### src/rtl/poly_sample_mixer_pkg.sv
// Shared definitions for the poly sample mixer: FSM state encoding, default sample width
// and a constant-evaluable ceil(log2) helper used to size the accumulator and index counter.
package poly_sample_mixer_pkg;

  localparam int unsigned DefaultSampleW = 16;

  typedef enum logic [2:0] {
    StIdle,
    StRequest,
    StCollect,
    StSum,
    StDone
  } mix_state_e;

  // ceil(log2(value)); returns 0 for value <= 1
  function automatic int unsigned mixer_clog2(input int unsigned value);
    int unsigned res;
    int unsigned v;
    res = 0;
    v   = (value > 0) ? value - 1 : 0;
    while (v > 0) begin
      res = res + 1;
      v   = v >> 1;
    end
    return res;
  endfunction

endpackage

### src/rtl/poly_sample_mixer_saturator.sv
// Combinational clamp of a wide signed accumulator into a signed SAMPLE_W result,
// flagging when either limit was applied. Reusable wherever a wide sum must be narrowed.
module poly_sample_mixer_saturator #(
  parameter int unsigned ACC_W    = 18,
  parameter int unsigned SAMPLE_W = 16
) (
  input  logic signed [ACC_W-1:0]    i_acc,
  output logic        [SAMPLE_W-1:0] o_sample,
  output logic                       o_clip
);

  localparam logic signed [ACC_W-1:0] MaxVal =
    {{(ACC_W-SAMPLE_W+1){1'b0}}, {(SAMPLE_W-1){1'b1}}};
  localparam logic signed [ACC_W-1:0] MinVal =
    {{(ACC_W-SAMPLE_W+1){1'b1}}, {(SAMPLE_W-1){1'b0}}};

  // Clamp to the representable signed range of the output width
  always_comb begin
    o_sample = i_acc[SAMPLE_W-1:0];
    o_clip   = 1'b0;
    if (i_acc > MaxVal) begin
      o_sample = MaxVal[SAMPLE_W-1:0];
      o_clip   = 1'b1;
    end else if (i_acc < MinVal) begin
      o_sample = MinVal[SAMPLE_W-1:0];
      o_clip   = 1'b1;
    end
  end

endmodule

### src/rtl/poly_sample_mixer.sv
// N-voice saturating sample mixer feeding the codec. One request per codec frame, per-voice
// ready collection with a timeout, serial accumulation, then saturation into a pending register
// that is presented on the following frame edge.
// Optional feature macro: MIXER_GAIN_EN (adds gain_shift, arithmetic right shift before clamp).
module poly_sample_mixer
  import poly_sample_mixer_pkg::*;
#(
  parameter int unsigned VOICES   = 3,
  parameter int unsigned SAMPLE_W = DefaultSampleW,
  parameter int unsigned TIMEOUT  = 255
) (
  input  logic                         clk,
  input  logic                         reset,
  input  logic                         new_frame,
  input  logic [VOICES-1:0]            voice_en,
  input  logic [VOICES*SAMPLE_W-1:0]   voice_sample,
  input  logic [VOICES-1:0]            voice_ready,
`ifdef MIXER_GAIN_EN
  input  logic [3:0]                   gain_shift,
`endif
  output logic                         generate_next_sample,
  output logic                         new_sample_generated,
  output logic                         clip,
  output logic                         timeout,
  output logic [SAMPLE_W-1:0]          sample_out
);

  localparam int unsigned LogV = mixer_clog2(VOICES);
  localparam int unsigned IdxW = (LogV > 0) ? LogV : 1;
  localparam int unsigned AccW = SAMPLE_W + LogV;

  mix_state_e                r_state, w_state_next;
  logic                      r_frame_q;
  logic                      w_frame_pulse;
  logic [VOICES-1:0]         r_got;
  logic [SAMPLE_W-1:0]       r_buf [VOICES];
  logic [7:0]                r_cnt;
  logic [IdxW-1:0]           r_idx;
  logic signed [AccW-1:0]    r_acc;
  logic signed [AccW-1:0]    w_shifted;
  logic signed [SAMPLE_W-1:0] w_sel;
  logic signed [AccW-1:0]    w_sel_ext;
  logic [SAMPLE_W-1:0]       r_pending;
  logic [SAMPLE_W-1:0]       r_sample_out;
  logic                      r_timeout;
  logic [SAMPLE_W-1:0]       w_sat_sample;
  logic                      w_sat_clip;
  logic                      w_all_got;
  logic                      w_timeout_hit;
  logic                      w_last_idx;

  assign w_frame_pulse = new_frame & ~r_frame_q;
  assign w_all_got     = &r_got;
  assign w_timeout_hit = (r_cnt == 8'(TIMEOUT - 1));
  assign w_last_idx    = (r_idx == IdxW'(VOICES - 1));
  assign w_sel         = r_buf[r_idx];
  assign w_sel_ext     = AccW'(w_sel);

`ifdef MIXER_GAIN_EN
  logic [3:0] r_gain;

  // Gain is captured with the request so a mid-frame change waits for the next frame
  always_ff @(posedge clk or posedge reset) begin
    if (reset) begin
      r_gain <= 4'd0;
    end else if (r_state == StRequest) begin
      r_gain <= gain_shift;
    end
  end

  assign w_shifted = r_acc >>> r_gain;
`else
  assign w_shifted = r_acc;
`endif

  // State register
  always_ff @(posedge clk or posedge reset) begin
    if (reset) begin
      r_state <= StIdle;
    end else begin
      r_state <= w_state_next;
    end
  end

  // Next-state logic; frame edges outside IDLE never start a new request
  always_comb begin
    w_state_next = r_state;
    unique case (r_state)
      StIdle:    if (w_frame_pulse) w_state_next = StRequest;
      StRequest: w_state_next = StCollect;
      StCollect: if (w_all_got || w_timeout_hit) w_state_next = StSum;
      StSum:     if (w_last_idx) w_state_next = StDone;
      StDone:    w_state_next = StIdle;
      default:   w_state_next = StIdle;
    endcase
  end

  // Moore pulse outputs
  always_comb begin
    generate_next_sample = (r_state == StRequest);
    new_sample_generated = (r_state == StDone);
    clip                 = (r_state == StDone) & w_sat_clip;
  end

  // Disabled voices start as already collected so they are never waited for
  always_ff @(posedge clk or posedge reset) begin
    if (reset) begin
      r_got <= '0;
    end else if (r_state == StRequest) begin
      r_got <= ~voice_en;
    end else if (r_state == StCollect) begin
      r_got <= r_got | voice_ready;
    end
  end

  for (genvar gi = 0; gi < VOICES; gi++) begin : g_voice
    // Per-voice buffer: cleared on request so missing voices contribute 0; first ready wins
    always_ff @(posedge clk or posedge reset) begin
      if (reset) begin
        r_buf[gi] <= '0;
      end else if (r_state == StRequest) begin
        r_buf[gi] <= '0;
      end else if ((r_state == StCollect) && voice_ready[gi] && !r_got[gi]) begin
        r_buf[gi] <= voice_sample[gi*SAMPLE_W +: SAMPLE_W];
      end
    end
  end

  // Datapath: edge register, collect timer, serial accumulate, pending and codec output
  always_ff @(posedge clk or posedge reset) begin
    if (reset) begin
      r_frame_q    <= 1'b0;
      r_cnt        <= 8'd0;
      r_idx        <= '0;
      r_acc        <= '0;
      r_timeout    <= 1'b0;
      r_pending    <= '0;
      r_sample_out <= '0;
    end else begin
      r_frame_q <= new_frame;
      if (w_frame_pulse) begin
        r_sample_out <= r_pending;
      end
      case (r_state)
        StRequest: begin
          r_cnt <= 8'd0;
          r_idx <= '0;
          r_acc <= '0;
        end
        StCollect: begin
          r_cnt <= r_cnt + 8'd1;
          if (!w_all_got && w_timeout_hit) begin
            r_timeout <= 1'b1;
          end
        end
        StSum: begin
          r_acc <= r_acc + w_sel_ext;
          r_idx <= r_idx + IdxW'(1);
        end
        StDone: r_pending <= w_sat_sample;
        default: ;
      endcase
    end
  end

  poly_sample_mixer_saturator #(
    .ACC_W    (AccW),
    .SAMPLE_W (SAMPLE_W)
  ) u_sat (
    .i_acc    (w_shifted),
    .o_sample (w_sat_sample),
    .o_clip   (w_sat_clip)
  );

  assign timeout    = r_timeout;
  assign sample_out = r_sample_out;

endmodule
### config.mk
export PLATFORM = sky130hd
export DESIGN_NAME = poly_sample_mixer
export DESIGN_NICKNAME = d
export VERILOG_FILES = /design/src/rtl/poly_sample_mixer_pkg.sv /design/src/rtl/poly_sample_mixer_saturator.sv /design/src/rtl/poly_sample_mixer.sv
export SDC_FILE = /design/constraint.sdc
export NUM_CORES = 1
export LEC_CHECK = 0
export ABC_AREA = 1
export CORE_ASPECT_RATIO = 0.75
export CORE_MARGIN = 1.5
export CORE_UTILIZATION = 30
export CTS_CLUSTER_SIZE = 28
export DETAILED_ROUTE_END_ITERATION = 10
export PLACE_DENSITY_LB_ADDON = 0.1
export SLEW_MARGIN = 20
export SYNTH_ARGS = -nofsm -noshare
export SYNTH_HDL_FRONTEND = slang
export SYNTH_SLANG_ARGS = --single-unit
export TNS_END_PERCENT = 1
### constraint.sdc
create_clock -name clk -period 10.3 [get_ports clk]
set_clock_uncertainty 0.05 [all_clocks]
set_input_delay 2.06 -clock clk [delete_from_list [all_inputs] [get_ports clk]]
set_output_delay 2.06 -clock clk [all_outputs]
set_load 0.01 [all_outputs]
# Yosys cells after proc, flatten, opt, wreduce, memory -nomap -nowiden
# Cells that the tools add are included.
dict set report op_classes {
  n_mux 22
  bitwise_logic 6
  reduce_logical 21
  addsub 3
  n_lt_le_gt_ge 3
  n_eq_ne 9
}
# operator count
set ops {}
lappend ops {{16-bit two-way mux} 10}
lappend ops {{18-bit one-hot mux with 2 select lines} 1}
lappend ops {{16-bit binary-select mux with 2-bit select} 1}
lappend ops {{18-bit by 16-bit adder with 18-bit output} 1}
lappend ops {{18-bit by 16-bit greater-than comparator with 1-bit output (second input constant)} 1}
lappend ops {{18-bit by 16-bit < comparator with 1-bit output (second input constant)} 1}
lappend ops {{8-bit one-hot mux with 2 select lines} 1}
lappend ops {{3-bit two-way mux} 5}
lappend ops {{3-bit one-hot mux with 4 select lines} 1}
lappend ops {{2-bit nonzero test} 5}
lappend ops {{8-bit by 1-bit adder with 8-bit output (second input constant)} 1}
lappend ops {{8-bit == test (second input constant)} 1}
lappend ops {{1-bit logical AND} 7}
lappend ops {{3-bit by 2-bit == test with 1-bit output (second input constant)} 2}
lappend ops {{2-bit != test (second input constant)} 3}
lappend ops {{3-bit AND reduction} 2}
lappend ops {{1-bit logical NOT} 4}
lappend ops {{2-bit one-hot mux with 2 select lines} 1}
lappend ops {{3-bit by 1-bit == test with 1-bit output (second input constant)} 1}
lappend ops {{3-bit == test (second input constant)} 1}
lappend ops {{3-bit >= comparator (second input constant)} 1}
lappend ops {{3-bit logical NOT} 1}
lappend ops {{2-bit NOT with 3-bit output} 1}
lappend ops {{3-bit NOT} 1}
lappend ops {{other kinds (8)} 10}
dict set report totals {
  in_bits 57
  reg_bits 116
}

# Longest topological paths before layout
dict set report logic_depth {
  depth_word 6
  mapped_depth 18
  ltp_nobuf 17
}

# Modules after synthesis
# From an unflattened synthesis, not the netlist that was laid out.
dict set report hier_totals {
  cells_unflattened 792
  area_unflattened_um2 6213.5
}
# module area_per_inst_um2 seq_area_each_um2 n_inst cells_each
set by_module_without_submodules {}
lappend by_module_without_submodules {poly_sample_mixer 6025.8 2902.8 1 755}
lappend by_module_without_submodules {poly_sample_mixer_saturator 187.7 0.0 1 37}

# Least setup slack after synthesis
# OpenSTA, ideal clock, no wires.
dict set report synth_path {
  path_kind {register to output}
  startpoint {register r_acc[16]}
  endpoint {output clip}
  path_stages_with_launch 6
  slack_ns 6.958
  required_ns 8.190
  n_path_buf 1
  arrival_ns 1.232
  cell_sequence {dfrtp_1 > inv_1 > a21oi_1 > buf_2 > inv_1 > a21oi_1}
}
dict set report synth_between {
  elab_chain_cells 4
  elab_cells_between_ends 5
  cone_classes {2 x order compare; 2 x mux; 1 x bitwise}
}
# element line
set synth_lines {}
lappend synth_lines {{start, declared} poly_sample_mixer.sv:39} ;# logic signed [AccW-1:0] r_acc;
lappend synth_lines {{start signal, assigned} poly_sample_mixer.sv:157} ;# r_acc <= r_acc + w_sel_ext;
lappend synth_lines {{18-bit by 16-bit < comparator with 1-bit output} poly_sample_mixer_saturator.sv:24} ;# end else if (i_acc < MinVal) begin
lappend synth_lines {{1-bit two-way mux} poly_sample_mixer_saturator.sv:24}
lappend synth_lines {{1-bit two-way mux (*)} poly_sample_mixer_saturator.sv:21} ;# if (i_acc > MaxVal) begin
lappend synth_lines {{1-bit bitwise AND (*)} poly_sample_mixer.sv:102} ;# clip = (r_state == StDone) & w_sat_clip;
lappend synth_lines {{end, declared} poly_sample_mixer.sv:23} ;# output logic clip,
# Mark *: on every way between the ends. The rest lies on a longest branch, timed or not.

# Worst setup path in the final report
dict set report layout_path {
  startpoint {register r_state[0]}
  endpoint {output generate_next_sample}
}
dict set report layout_between {
  elab_chain_cells 1
}
# element line
set layout_lines {}
lappend layout_lines {{start, declared} poly_sample_mixer.sv:32} ;# mix_state_e r_state, w_state_next;
lappend layout_lines {{start signal, assigned} poly_sample_mixer.sv:79} ;# r_state <= StIdle;
lappend layout_lines {{start signal, assigned} poly_sample_mixer.sv:81} ;# r_state <= w_state_next;
lappend layout_lines {{3-bit by 1-bit == test with 1-bit output} poly_sample_mixer.sv:100} ;# generate_next_sample = (r_state == StRequest);
lappend layout_lines {{end, declared} poly_sample_mixer.sv:21} ;# output logic generate_next_sample,
# No other way between the ends.

==> flow_summary.yaml <==
clock_network:
  cts_setup_buffers: 0
  clk_pin_slew_ps: 50
  cts.repair.resized: 0
  cts.path.max_buffers: 2
  cts_tree: "done"
  clock_latency_of_the_later_clocked_register_in_the_worst_skew_pair_ps: 410
  root_buffer: "clkbuf_16"
  htree_num_levels: 4
  numCtsBuffers: 17
  cts_sinks: 116
  post_cts_hold_buffer_count: 0
die:
  die_w_um: 167
  die_height_um: 126
  ioPinCount: 77
  floorplan.initialDensity: 0.309
  site_row_count: 44
  coreArea_sq_um: 19500
  fp.dieArea_sq_um: 20900
synthesis:
  synth_top_cell_by_area: "dfrtp_1"
  synth-async-reset-ratio: 1.00
  synth.cell_area_sq_um: 6020
  yosys_warnings: 0
  synth.cells.most_frequent: "nand2_1, dfrtp_1, o21ai_0"
  synth_cell_type_count: 39
  synth_top_cell_area_share: 0.482
  net_count_after_synthesis: 819
  synthMostInstantiatedCell: "nand2_1"
  synth-seq-area-share: 0.482
  synth_enable_flop_cells: 0
  synthesis_stage_register_bit_count: 116
  post_synthesis_average_cell_area_sq_um: 8.12
  synth_top_cells_by_area: "dfrtp_1, nand2_1, o21ai_0, nand3_1, inv_1"
  ys_dominant_reg_cell: "dfrtp_1"
  synthesized_instance_count: 741
placement:
  dpl_cell_area_sq_um: 6980
  globalplace.congestion: 0.828
  placement.io_buffers: 76
  dp_slack_ps: 6200
  dp.final_hpwl_um: 11800
setup_path:
  r2r_end: "r_acc[14]"
  worstSetupPathType: "flop to output pin"
  endpoint_kind: "output pin"
  critical_path_cell_count: 5
  worstPathCellList: "inv_1 > nor2_4 > nand2_2 > inv_4 > clkdlybuf4s50_1"
  critPathRequiredTime_ps: 8190
  crit_path_top_delay_cell: "clkdlybuf4s50_1"
  cp_slowest_stage_delay_ps: 570
  cp.buffers_inverters: 3
  timing.critical_path.from_type: "flop"
  critical_path_peak_fanout: 39
  setup.worst_path.end: "generate_next_sample"
  r2r.worst_path.cells: 16
  critPathLaunch: "r_state[0]"
  worst-endpoint-arrival_ps: 2440
  reg_to_reg_setup_timing_slack_ps: 7220
  r2r-start: "r_idx[1]"
  critical_path.top_delay_family: "buffers and inverters"
outcome:
  status: "finished, violations left"
  violations: "DRC"
drt:
  number_of_iterations_in_the_first_detailed_routing_pass: 9
  initialDrtViolationCount: 310
  average_vias_per_placed_instance: 4.70
  avgRoutedWirePerCell_um: 14.6
  dr_total_vias: 5067
  drt_wl_total_um: 15800
  antenna_violating_nets_post_route: 0
  drc_errors: 1
grt:
  grtUsageTotal: 0.161
  grt_pass1_vias: 5151
  globalRoute.totalOverflow: 0
  grt_antenna_before_repair: 0
  pin_count_of_the_biggest_net_entering_global_routing: 64
  wire_length_of_the_first_global_routing_pass_um: 26600
layout:
  layout_area_overhead_pct: 26.6
  final_area_sq_um: 7620
  post_route_cells_drive_above_1_share: 0.0642
  final_util: 0.391
  number_of_antenna_cells_inserted: 0
  design.final.nets: 892
  fillCellCount: 2011
timing:
  maxSlewViolCount: 0
  setup_viol: 0
  max_clock_freq_mhz: 220
  finalCritPeriodShare: 0.442
  final_hold_viol_count: 0
  worst_margin_slew_ps: 923
  timing.max_slew.rel_slack: 0.383
  final.setup.worst_slack_ps: 5750
  tns_ps: 0
  grt_setup_unrepaired: "no"
  period_needed_ps: 4550
worst_hold_path:
  worst_hold_path.num_cells: 2
  class_of_the_tightest_hold_or_removal_check: "flop to flop"
run:
  cap_viol_max_count: 0
pwr:
  powerDensity_nw_per_um2: 306
  cellLeakagePower_nw: 3.64
  power.ir.vdd_worst_mv: 0.0991
  totalPowerFinal_mw: 2.33
-- layer usage --
metal  routed length [um]  global-route usage
met3                  500              0.0377
met5                    0                   0
met4                  158              0.0503
met1                 8100               0.226
met2                 6990               0.247
-- kinds of logic after synthesis --
group	Yosys count	share of synthesized area
AND/OR/NAND/NOR	302	0.228
buffers and inverters	131	0.0915
adder cells (fa/ha/maj)	21	0.0449
multiplexers	2	0.00353
XOR/XNOR	1	0.00146
AO/OA/AOI/OAI	168	0.149
flip-flops	116	0.482
-- registers in the layout, summed over array words and instances, names as in the netlist --
signal,cells
r_frame_q,1
timeout,1
r_buf,48
r_got,3
r_acc,18
r_cnt,8
r_idx,2
r_state,3
r_pending,16
sample_out,16
-- worst reg2reg max path, delay by kind of cell, from the launching register on --
family / cells / cell delay, ps
buf+inv: 3 / 410
simple gates: 10 / 1160
compound gates: 1 / 380
flops: 1 / 320
fa+ha+maj: 2 / 650
-- worst min path at each step --
| stage | startpoint | to |
|---|---|---|
| detailed placement | timeout | timeout |
| global placement | timeout | timeout |
| CTS | sample_out[0] | sample_out[0] |
| finish | sample_out[0] | sample_out[0] |
| global route | timeout | timeout |
| floorplan | r_pending[15] | r_pending[15] |
-- layout make-up --
class / instances / area (sq um) / area share
well taps: 253 / 317 / 0.0415
repair buffers: 81 / 798 / 0.105
clock buffers: 22 / 464 / 0.0609
clock inverters: 9 / 176 / 0.0231
inverters: 104 / 398 / 0.0522
multi-input cells: 494 / 2560 / 0.337
flip-flops and latches: 116 / 2900 / 0.381
-- stage by stage --
step | cells | hold slack (ps)
5_1_grt | 1079 | 465
2_1_floorplan | 741 | 399
3_3_place_gp | 1047 | 415
4_1_cts | 1079 | 442
6_report | 1079 | 437
3_5_place_dp | 1048 | 418
-- where the power goes --
part / internal [mW] / switching (mW) / leakage (nW)
clock network: 0.440 / 0.210 / 0.310
logic: 0.353 / 0.616 / 1.80
registers: 0.627 / 0.0876 / 1.53
-- placed cells by master, fill, tap and decap left out, drive strengths merged --
master and instances:
nor2 44, buf 5, bufinv 5, o21bai 1, dfrtp 116, clkinv 7, clkdlybuf4s50 76, o21ai 99
a32o 1, nand4 1, nand2 150, mux2i 1, xnor2 1, a22o 1, nand3b 6, mux2 1
or2 1, o22ai 18, o21a 2, fa 1, a21oi 42, nor3 8, clkinvlp 1, ha 20
inv 100, nand3 92, o211ai 2, a21boi 1, a211oi 1, clkbuf 22
No activity file was read; power rests on OpenSTA's default activity.
